==> src/rtl/pkt_tx_if.sv <==
// Byte-source request/ack bus and packetiser data path shared by pkt_tx_scheduler.
// The master modport is the scheduler side. The slave modport is the sources and packetiser side.
interface pkt_tx_if #(
  parameter int N_SRC = 4
) ();
  logic [N_SRC-1:0]   src_req;
  logic [8*N_SRC-1:0] src_data;
  logic [N_SRC-1:0]   src_ack;
  logic [7:0]         pkt_data;
  logic               pkt_data_valid;
  logic               pkt_active;

  modport master (
    input  src_req, src_data, pkt_active,
    output src_ack, pkt_data, pkt_data_valid
  );

  modport slave (
    output src_req, src_data, pkt_active,
    input  src_ack, pkt_data, pkt_data_valid
  );
endinterface

==> src/rtl/pkt_tx_scheduler.sv <==
// Round-robin scheduler that shares one packetiser between N_SRC byte sources.
// It enforces a start timeout and an idle gap between packets.
//
// state      | meaning
// IDLE       | waiting for enable and a pending request; grants on the same edge
// WAIT_START | byte issued, waiting for pkt_active to rise (start timeout armed)
// WAIT_DONE  | packetiser busy, waiting for pkt_active to fall
// GAP        | enforced idle cycles before the next grant
module pkt_tx_scheduler #(
  parameter int N_SRC         = 4,
  parameter int START_TIMEOUT = 16,
  parameter int GAP_CYCLES    = 2
) (
  input  logic                     clk,
  input  logic                     rst_n,
  input  logic                     enable,
  pkt_tx_if.master                 bus,
  output logic                     busy,
  output logic [$clog2(N_SRC)-1:0] cur_src,
  output logic                     timeout_err,
  output logic [7:0]               drop_count
);
  localparam int IW = $clog2(N_SRC);
  localparam int WW = (START_TIMEOUT > 1) ? $clog2(START_TIMEOUT) : 1;
  localparam int GW = (GAP_CYCLES > 1) ? $clog2(GAP_CYCLES) : 1;
  localparam logic [WW-1:0] WAIT_LAST = WW'(START_TIMEOUT - 1);
  localparam logic [GW-1:0] GAP_LAST  = GW'((GAP_CYCLES > 0) ? GAP_CYCLES - 1 : 0);

  typedef enum logic [1:0] {IDLE, WAIT_START, WAIT_DONE, GAP} state_t;
  localparam state_t AFTER_PKT = (GAP_CYCLES == 0) ? IDLE : GAP;

  state_t          state, state_nxt;
  logic [IW-1:0]   rr_ptr, rr_nxt;
  logic [WW-1:0]   wait_cnt, wait_nxt;
  logic [GW-1:0]   gap_cnt, gap_nxt;
  logic [N_SRC-1:0] ack_nxt;
  logic [7:0]      data_nxt, drop_nxt;
  logic            valid_nxt, terr_nxt, busy_nxt;
  logic [IW-1:0]   cur_nxt;

  logic [7:0]      src_byte [N_SRC];
  logic            found;
  logic [IW-1:0]   winner;
  int              idx;

  always_comb begin
    for (int i = 0; i < N_SRC; i++) src_byte[i] = bus.src_data[8*i +: 8];
  end

  // Search starts one past the last winner so every pending source is served before a repeat.
  always_comb begin
    found  = 1'b0;
    winner = '0;
    idx    = 0;
    for (int i = 1; i <= N_SRC; i++) begin
      idx = (int'(rr_ptr) + i) % N_SRC;
      if (!found && bus.src_req[IW'(idx)]) begin
        found  = 1'b1;
        winner = IW'(idx);
      end
    end
  end

  always_comb begin
    state_nxt = state;
    rr_nxt    = rr_ptr;
    wait_nxt  = wait_cnt;
    gap_nxt   = gap_cnt;
    ack_nxt   = '0;
    valid_nxt = 1'b0;
    data_nxt  = bus.pkt_data;
    cur_nxt   = cur_src;
    terr_nxt  = 1'b0;
    drop_nxt  = drop_count;
    case (state)
      IDLE: begin
        if (enable && found) begin
          ack_nxt[winner] = 1'b1;
          valid_nxt       = 1'b1;
          data_nxt        = src_byte[winner];
          cur_nxt         = winner;
          rr_nxt          = winner;
          wait_nxt        = '0;
          state_nxt       = WAIT_START;
        end
      end
      WAIT_START: begin
        if (bus.pkt_active) begin
          state_nxt = WAIT_DONE;
        end else if (wait_cnt == WAIT_LAST) begin
          terr_nxt  = 1'b1;
          drop_nxt  = (drop_count == 8'hFF) ? drop_count : drop_count + 8'd1;
          gap_nxt   = '0;
          state_nxt = AFTER_PKT;
        end else begin
          wait_nxt = wait_cnt + WW'(1);
        end
      end
      WAIT_DONE: begin
        if (!bus.pkt_active) begin
          gap_nxt   = '0;
          state_nxt = AFTER_PKT;
        end
      end
      GAP: begin
        if (gap_cnt == GAP_LAST) state_nxt = IDLE;
        else                     gap_nxt   = gap_cnt + GW'(1);
      end
      default: state_nxt = IDLE;
    endcase
    busy_nxt = (state_nxt != IDLE);
  end

  always_ff @(posedge clk or negedge rst_n) begin
    if (!rst_n) begin
      state              <= IDLE;
      rr_ptr             <= IW'(N_SRC - 1);
      wait_cnt           <= '0;
      gap_cnt            <= '0;
      bus.src_ack        <= '0;
      bus.pkt_data       <= '0;
      bus.pkt_data_valid <= 1'b0;
      busy               <= 1'b0;
      cur_src            <= '0;
      timeout_err        <= 1'b0;
      drop_count         <= '0;
    end else begin
      state              <= state_nxt;
      rr_ptr             <= rr_nxt;
      wait_cnt           <= wait_nxt;
      gap_cnt            <= gap_nxt;
      bus.src_ack        <= ack_nxt;
      bus.pkt_data       <= data_nxt;
      bus.pkt_data_valid <= valid_nxt;
      busy               <= busy_nxt;
      cur_src            <= cur_nxt;
      timeout_err        <= terr_nxt;
      drop_count         <= drop_nxt;
    end
  end
endmodule

==> src/flat_wrapper.sv <==
// flat-port wrapper written by rule: the top's interface ports become plain ports
module pkt_tx_scheduler_flat 
#(
  parameter int N_SRC         = 4,
  parameter int START_TIMEOUT = 16,
  parameter int GAP_CYCLES    = 2
)
  (clk, rst_n, enable, busy, cur_src, timeout_err, drop_count, bus_src_req, bus_src_data, bus_pkt_active, bus_src_ack, bus_pkt_data, bus_pkt_data_valid);
  pkt_tx_if #(.N_SRC(N_SRC)) bus_i ();
  input  logic clk;
  input  logic rst_n;
  input  logic enable;
  output logic busy;
  output logic [$clog2(N_SRC)-1:0] cur_src;
  output logic timeout_err;
  output logic [7:0] drop_count;
  input wire logic [$bits(bus_i.src_req)-1:0] bus_src_req;
  input wire logic [$bits(bus_i.src_data)-1:0] bus_src_data;
  input wire logic [$bits(bus_i.pkt_active)-1:0] bus_pkt_active;
  output wire logic [$bits(bus_i.src_ack)-1:0] bus_src_ack;
  output wire logic [$bits(bus_i.pkt_data)-1:0] bus_pkt_data;
  output wire logic [$bits(bus_i.pkt_data_valid)-1:0] bus_pkt_data_valid;
  assign bus_i.src_req = bus_src_req;
  assign bus_i.src_data = bus_src_data;
  assign bus_i.pkt_active = bus_pkt_active;
  assign bus_src_ack = bus_i.src_ack;
  assign bus_pkt_data = bus_i.pkt_data;
  assign bus_pkt_data_valid = bus_i.pkt_data_valid;
  pkt_tx_scheduler #(.N_SRC(N_SRC), .START_TIMEOUT(START_TIMEOUT), .GAP_CYCLES(GAP_CYCLES)) u_core (.clk(clk), .rst_n(rst_n), .enable(enable), .bus(bus_i), .busy(busy), .cur_src(cur_src), .timeout_err(timeout_err), .drop_count(drop_count));
endmodule
==> config.mk <==
export PLATFORM = sky130hd
export DESIGN_NAME = pkt_tx_scheduler_flat
export DESIGN_NICKNAME = d
export VERILOG_FILES = /design/src/rtl/pkt_tx_if.sv /design/src/rtl/pkt_tx_scheduler.sv /design/src/flat_wrapper.sv
export SDC_FILE = /design/constraint.sdc
export NUM_CORES = 1
export LEC_CHECK = 0
export BUFFER_PORTS_ARGS = -buffer_cell sky130_fd_sc_hd__buf_2
export CORE_ASPECT_RATIO = 1.25
export CORE_MARGIN = 2
export CORE_UTILIZATION = 27
export DETAILED_ROUTE_END_ITERATION = 8
export GPL_TIMING_DRIVEN = 1
export PLACE_DENSITY = 0.53
export SETUP_SLACK_MARGIN = 0.3
export SYNTH_ARGS = -nofsm -noshare
export SYNTH_HDL_FRONTEND = slang
export SYNTH_SLANG_ARGS = --single-unit
==> constraint.sdc <==
create_clock -name clk -period 3.2 [get_ports clk]
set_input_delay 0.32 -clock clk [delete_from_list [all_inputs] [get_ports clk]]
set_output_delay 0.32 -clock clk [all_outputs]
set_load 0.01 [all_outputs]
# Word-level counts from Yosys, hierarchy flattened
# Index checks and enable logic that the tools add are counted.
[totals] ff_bits=34 inputBits=40 out_inout_bits=25 wordCells=101
[classes] add_sub_neg=7 n_lt_le_gt_ge=7 eq_ne=10 muxes=47 bitwise_logic=3 reduce_logical=16
[op_table] op="1-bit 2-to-1 mux" n=22
[op_table] op="4-bit 2-to-1 mux" n=5
[op_table] op="2-bit 2-to-1 mux" n=9
[op_table] op="8-bit binary-select mux with 2-bit select" n=1
[op_table] op="2-bit by 4-bit < comparator with 1-bit output (second input constant)" n=4
[op_table] op="8-bit 2-to-1 mux" n=2
[op_table] op="4-bit AND reduction" n=3
[op_table] op="8-bit by 1-bit adder with 8-bit output (second input constant)" n=1
[op_table] op="1-bit binary-select mux with 2-bit select" n=4
[op_table] op="8-bit equality test (second input constant)" n=1
[op_table] op="2-bit case mux with 4 select lines" n=1
[op_table] op="4-bit case mux with 2 select lines" n=1
[op_table] op="2-bit != test (second input constant)" n=3
[op_table] op="1-bit logical AND" n=5
[op_table] op="2-bit by 1-bit adder with 2-bit output (second input constant)" n=2
[op_table] op="2-bit adder (second input constant)" n=2
[op_table] op="4-bit by 1-bit adder with 4-bit output (second input constant)" n=1
[op_table] op="2-bit equality test (second input constant)" n=2
[op_table] op="4-bit equality test (second input constant)" n=1
[op_table] op="2-bit by 1-bit != test with 1-bit output (second input constant)" n=2
[op_table] op="2-bit nonzero test" n=2
[op_table] op="3-bit >= comparator (second input constant)" n=1
[op_table] op="1-bit logical NOT" n=3
[op_table] op="2-bit by 3-bit < comparator with 1-bit output (second input constant)" n=1
[op_table] op="10 further kinds" n=11

# Longest topological paths before layout
[logic_depth] word_depth=20 depth_mapped=8 mapped_depth_nobuf=6

# Worst setup path before layout
# Ideal clock, no wire load.
[synth_timing] kind="reg2reg" from="reg u_core.rr_ptr[1]" to="reg u_core.bus.pkt_data[0]" setup_time_ns=0.138 t_arrival_ns=1.773 required_time_ns=3.062 path_slack_ns=1.289 path_stages_with_launch=9 path_buffers=3 synth_period_minus_slack_ns=1.911 cell_sequence="dfstp_2 -> buf_2 -> mux2i_1 -> o21ai_1 -> a311oi_1 -> buf_4 -> buf_6 -> mux2i_1 -> o221ai_1"
[synth_via] elab_chain_len=18 elab_cells_between_ends=36 classes_between="add/sub (4); mux (23); bitwise (1); reduce/logical (8)"
[synth_lines] item="start: declaration" line_no="pkt_tx_scheduler.sv:33" text="logic [IW-1:0] rr_ptr, rr_nxt;"
[synth_lines] item="start signal: assignment" line_no="pkt_tx_scheduler.sv:117" text="rr_ptr <= IW'(N_SRC - 1);"
[synth_lines] item="start signal: assignment" line_no="pkt_tx_scheduler.sv:129" text="rr_ptr <= rr_nxt;"
[synth_lines] item="2-bit by 1-bit adder with 2-bit output" line_no="pkt_tx_scheduler.sv:56" text="idx = (int'(rr_ptr) + i) % N_SRC;"
[synth_lines] item="1-bit binary-select mux with 2-bit select" line_no="pkt_tx_scheduler.sv:57" text="if (!found && bus.src_req[IW'(idx)]) begin"
[synth_lines] item="1-bit 2-to-1 mux (implied by the code) (2 in a row)" line_no="pkt_tx_scheduler.sv:57"
[synth_lines] item="1-bit 2-to-1 mux" line_no="pkt_tx_scheduler.sv:57"
[synth_lines] item="1-bit logical NOT" line_no="pkt_tx_scheduler.sv:57"
[synth_lines] item="1-bit logical AND" line_no="pkt_tx_scheduler.sv:57"
[synth_lines] item="1-bit 2-to-1 mux" line_no="pkt_tx_scheduler.sv:57"
[synth_lines] item="1-bit logical NOT" line_no="pkt_tx_scheduler.sv:57"
[synth_lines] item="1-bit logical AND" line_no="pkt_tx_scheduler.sv:57"
[synth_lines] item="1-bit 2-to-1 mux" line_no="pkt_tx_scheduler.sv:57"
[synth_lines] item="1-bit logical NOT" line_no="pkt_tx_scheduler.sv:57"
[synth_lines] item="1-bit logical AND" line_no="pkt_tx_scheduler.sv:57"
[synth_lines] item="2-bit 2-to-1 mux" line_no="pkt_tx_scheduler.sv:57"
[synth_lines] item="2-bit NOT with 3-bit output (implied by the code)" line_no="pkt_tx_scheduler.sv:80" text="data_nxt = src_byte[winner];"
[synth_lines] item="8-bit binary-select mux with 2-bit select" line_no="pkt_tx_scheduler.sv:80"
[synth_lines] item="8-bit 2-to-1 mux (implied by the code) (2 in a row)" line_no="pkt_tx_scheduler.sv:80"
[synth_lines] item="end signal: assignment" line_no="pkt_tx_scheduler.sv:133" text="bus.pkt_data <= data_nxt;"
[synth_lines] item="end: declaration" line_no="pkt_tx_if.sv:15" text="output src_ack, pkt_data, pkt_data_valid"
# Parallel ways exist; a longest one is shown, timed or not. The select of a mux whose other input is x is not followed.
# A chain may end at the register's enable or synchronous reset.

# Worst setup path after layout
[layout_timing] from="reg u_core.rr_ptr[1]" to="reg u_core.bus.pkt_data[5]"
# The elaborated chain is that of the path after synthesis.

==> key figures <==
Status
  – Outcome: complete, no violations

Finish
  – FF+latch area: 853 um^2
  – Most frequent cells in the layout: buf_2 (64), dfrtp_1 (32), nand2_1 (25), mux2i_1 (17), nor2_1 (13)
  – Finished Layout Cells: 308
  – Final nets: 263
  – Most common cell after layout, fill and taps aside: buf_2
  – Fill cell count: 654
  – Final Util: 36.8%
  – Area delta synth->final: 33.9%
  – Multi-input logic area: 785 um^2
  – Layout cells sized above 1: 38.3%
  – Cell area after layout: 0.00224 mm^2

Clock tree
  – CTS root buf: clkbuf_8
  – CTS Buf Count: 5
  – H-tree depth: 2
  – Clock slew at reported path FFs: 0.08 ns
  – Resized Gates After CTS: 0
  – CTS tree: built
  – CTS Buffer Depth: 2
  – Worst skew pair latency: 0.29 ns
  – Clk sinks: 34
  – CTS Hold Bufs: 0
  – Setup bufs post-CTS: 0

Pwr
  – Power Density: 748 mW/mm^2
  – Leakage power: 1.19 nW
  – Overall power: 1.67 mW
  – Peak VDD IR: 298 uV

GRT
  – Total global routing overflow: 0
  – First-pass GRT wire length: 6.46 mm
  – Largest net degree at the start of global routing: 35
  – Antenna violations before repair: 0
  – Overall Global Routing Usage: 12.4%
  – Vias in the first global route: 1329

Logic synthesis
  – Flops & latches, synth: 34
  – Syn_area_per_cell: 10.9 um^2
  – Synth Warn #: 0
  – Yosys cell types: 37
  – Largest cells by area after synthesis: dfrtp_1 (48%), mux2i_1 (10%), nand2_1 (5.6%)
  – Yosys top cell area share: 47.9%
  – Yosys top cell by area: dfrtp_1
  – Number of synthesized flops with an enable pin: 0
  – Synth Net Count: 195
  – Sequential area share after synthesis: 51.0%
  – Mapped Area: 0.00167 mm^2
  – Post-synth ARST share: 100%
  – Mapped Cells: 153
  – Main synth FF type: dfrtp_1

Placement
  – Pre-CTS setup slack: 1.18 ns
  – Post-DP HPWL: 2.91 mm
  – I/O Buffers: 64
  – Routability cong.: 0.748
  – Placed Cells: 299
  – Area after DPL: 0.00210 mm^2

STA
  – Setup ws final: 1.19 ns
  – Final hold violations: 0
  – Final clock skew: 0.0115 ns
  – RSZ-0062 raised after global routing: false
  – Setup TNS: 0 ns
  – Rel. slew slack: 47.7%
  – Period Utilization, post-route: 62.8%
  – Final setup violating endpoints: 0
  – Max Slew Vio Count: 0
  – Actual slew at the worst max-slew pin: 0.785 ns
  – Tmin final: 2.01 ns
  – Worst Hold Margin: 0.110 ns
  – Fmax achieved: 498 MHz

Floorplan
  – IO Count: 65
  – Num rows: 32
  – DIE AREA: 0.00684 mm^2
  – Initial Utilization: 27.5%
  – Die Y: 92.0 um
  – Die width: 74.4 um
  – Core Region: 0.00609 mm^2

Detailed routing
  – Drt pass-1 iters: 4
  – Routed wire per std cell: 12.9 um
  – DRC Markers: 0
  – 1st-iter DRT viols: 69
  – Vias per cell: 4.51
  – Via count: 1388
  – DRT Wirelength: 3.97 mm
  – Remaining antenna violation count after routing: 0

Worst setup path
  – Critical-path maximum fanout: 18
  – Startpoint Class: flop
  – Crit path DAT: 2.17 ns
  – Slowest CP cell: dfstp_2
  – Register-to-register setup slack: 1.19 ns
  – CP endpoint kind: flop
  – Worst R2R End: u_core.bus.pkt_data[5]$_DFFE_PN0P_
  – CP max stage delay: 0.61 ns
  – CP Cell Sequence: mux2i_1, o21ai_1, a311oi_4, buf_4, mux2i_1, o221ai_1
  – Reg2reg start: u_core.rr_ptr[1]$_DFFE_PN1P_
  – R2R depth: 6
  – Critical path type: reg2reg
  – Crit path top cell by count: mux2i_1
  – Req. time, crit path: 3.36 ns

Run
  – Max Cap Viol: 0

Min path
  – Worst Hold Class: in2async
[kinds of logic (layout without fill, tap and decap cells)]
family / count (synthesis) / after routing / share of synthesized area, %
AO/OA/AOI/OAI: 23 / 23 / 12.5
AND/OR/NAND/NOR: 56 / 56 / 15.6
buffers and inverters: 10 / 79 / 3.07
multiplexers: 19 / 19 / 11.5
XOR/XNOR: 9 / 9 / 4.72
flip-flops: 34 / 34 / 51.0
other: 0 / 1 / 0
adder cells (fa/ha/maj): 2 / 2 / 1.50
[worst max path at each step]
stage	startpoint	end	slack, ns
finish	u_core.rr_ptr[1]$_DFFE_PN1P_	u_core.bus.pkt_data[5]$_DFFE_PN0P_	1.19
global route	u_core.rr_ptr[1]$_DFFE_PN1P_	u_core.bus.pkt_data[3]$_DFFE_PN0P_	1.06
CTS	u_core.rr_ptr[1]$_DFFE_PN1P_	u_core.bus.pkt_data[5]$_DFFE_PN0P_	1.17
detailed placement	u_core.rr_ptr[1]$_DFFE_PN1P_	u_core.bus.pkt_data[5]$_DFFE_PN0P_	1.18
global placement	u_core.rr_ptr[1]$_DFFE_PN1P_	u_core.bus.pkt_data[5]$_DFFE_PN0P_	1.19
floorplan	u_core.rr_ptr[1]$_DFFE_PN1P_	u_core.bus.pkt_data[0]$_DFFE_PN0P_	1.29
[metal layers]
layer	routed length, um	GRT usage, %	vias up
li1	-	-	684
met1	1800	16.3	654
met2	1800	18.5	45
met3	287	3.96	5
met4	79	5.36	0
met5	0	0	-
[report_power, final]
part | switching [mW] | leakage [nW] | internal (mW)
registers | 0.0897 | 0.439 | 0.560
clock network | 0.168 | 0.0683 | 0.312
logic | 0.296 | 0.682 | 0.249
[state kept, by name (all words and copies together) (netlist names)]
name and cells:
u_core.rr_ptr 2, u_core.drop_count 8, u_core.state 2, u_core.timeout_err 1, u_core.bus.pkt_data 8, u_core.wait_cnt 4, u_core.bus.src_ack 4, u_core.gap_cnt 1
u_core.busy 1, u_core.bus.pkt_data_valid 1, u_core.cur_src 2
[worst max-delay path: cells and delay by family, from the launching register on]
kind	cells	cell delay, ns
buf+inv	1	0.33
flops	1	0.61
mux	2	0.46
compound gates	3	0.47
[Yosys cell counts (2+ instances only)]
| cell | n |
|---|---|
| ha_1 | 2 |
| o21ai_0 | 3 |
| dfrtp_1 | 32 |
| o221ai_1 | 8 |
| dfstp_2 | 2 |
| mux2i_1 | 17 |
| mux2_2 | 2 |
| xnor2_1 | 4 |
| a21oi_1 | 2 |
| and3_1 | 5 |
| inv_1 | 4 |
| nand2_1 | 25 |
| buf_2 | 2 |
| xor2_1 | 5 |
| nand3_1 | 6 |
| nor2_1 | 13 |
[layout make-up]
cell class | count | area share, %
inverters | 5 | 0.838
clock buffers | 5 | 3.07
flip-flops and latches | 34 | 38.1
well taps | 85 | 4.75
clock inverters | 3 | 3.07
repair buffers | 66 | 15.0
multi-input cells | 109 | 35.0
diodes | 1 | 0.112
No activity file was read; power rests on OpenSTA's default activity.
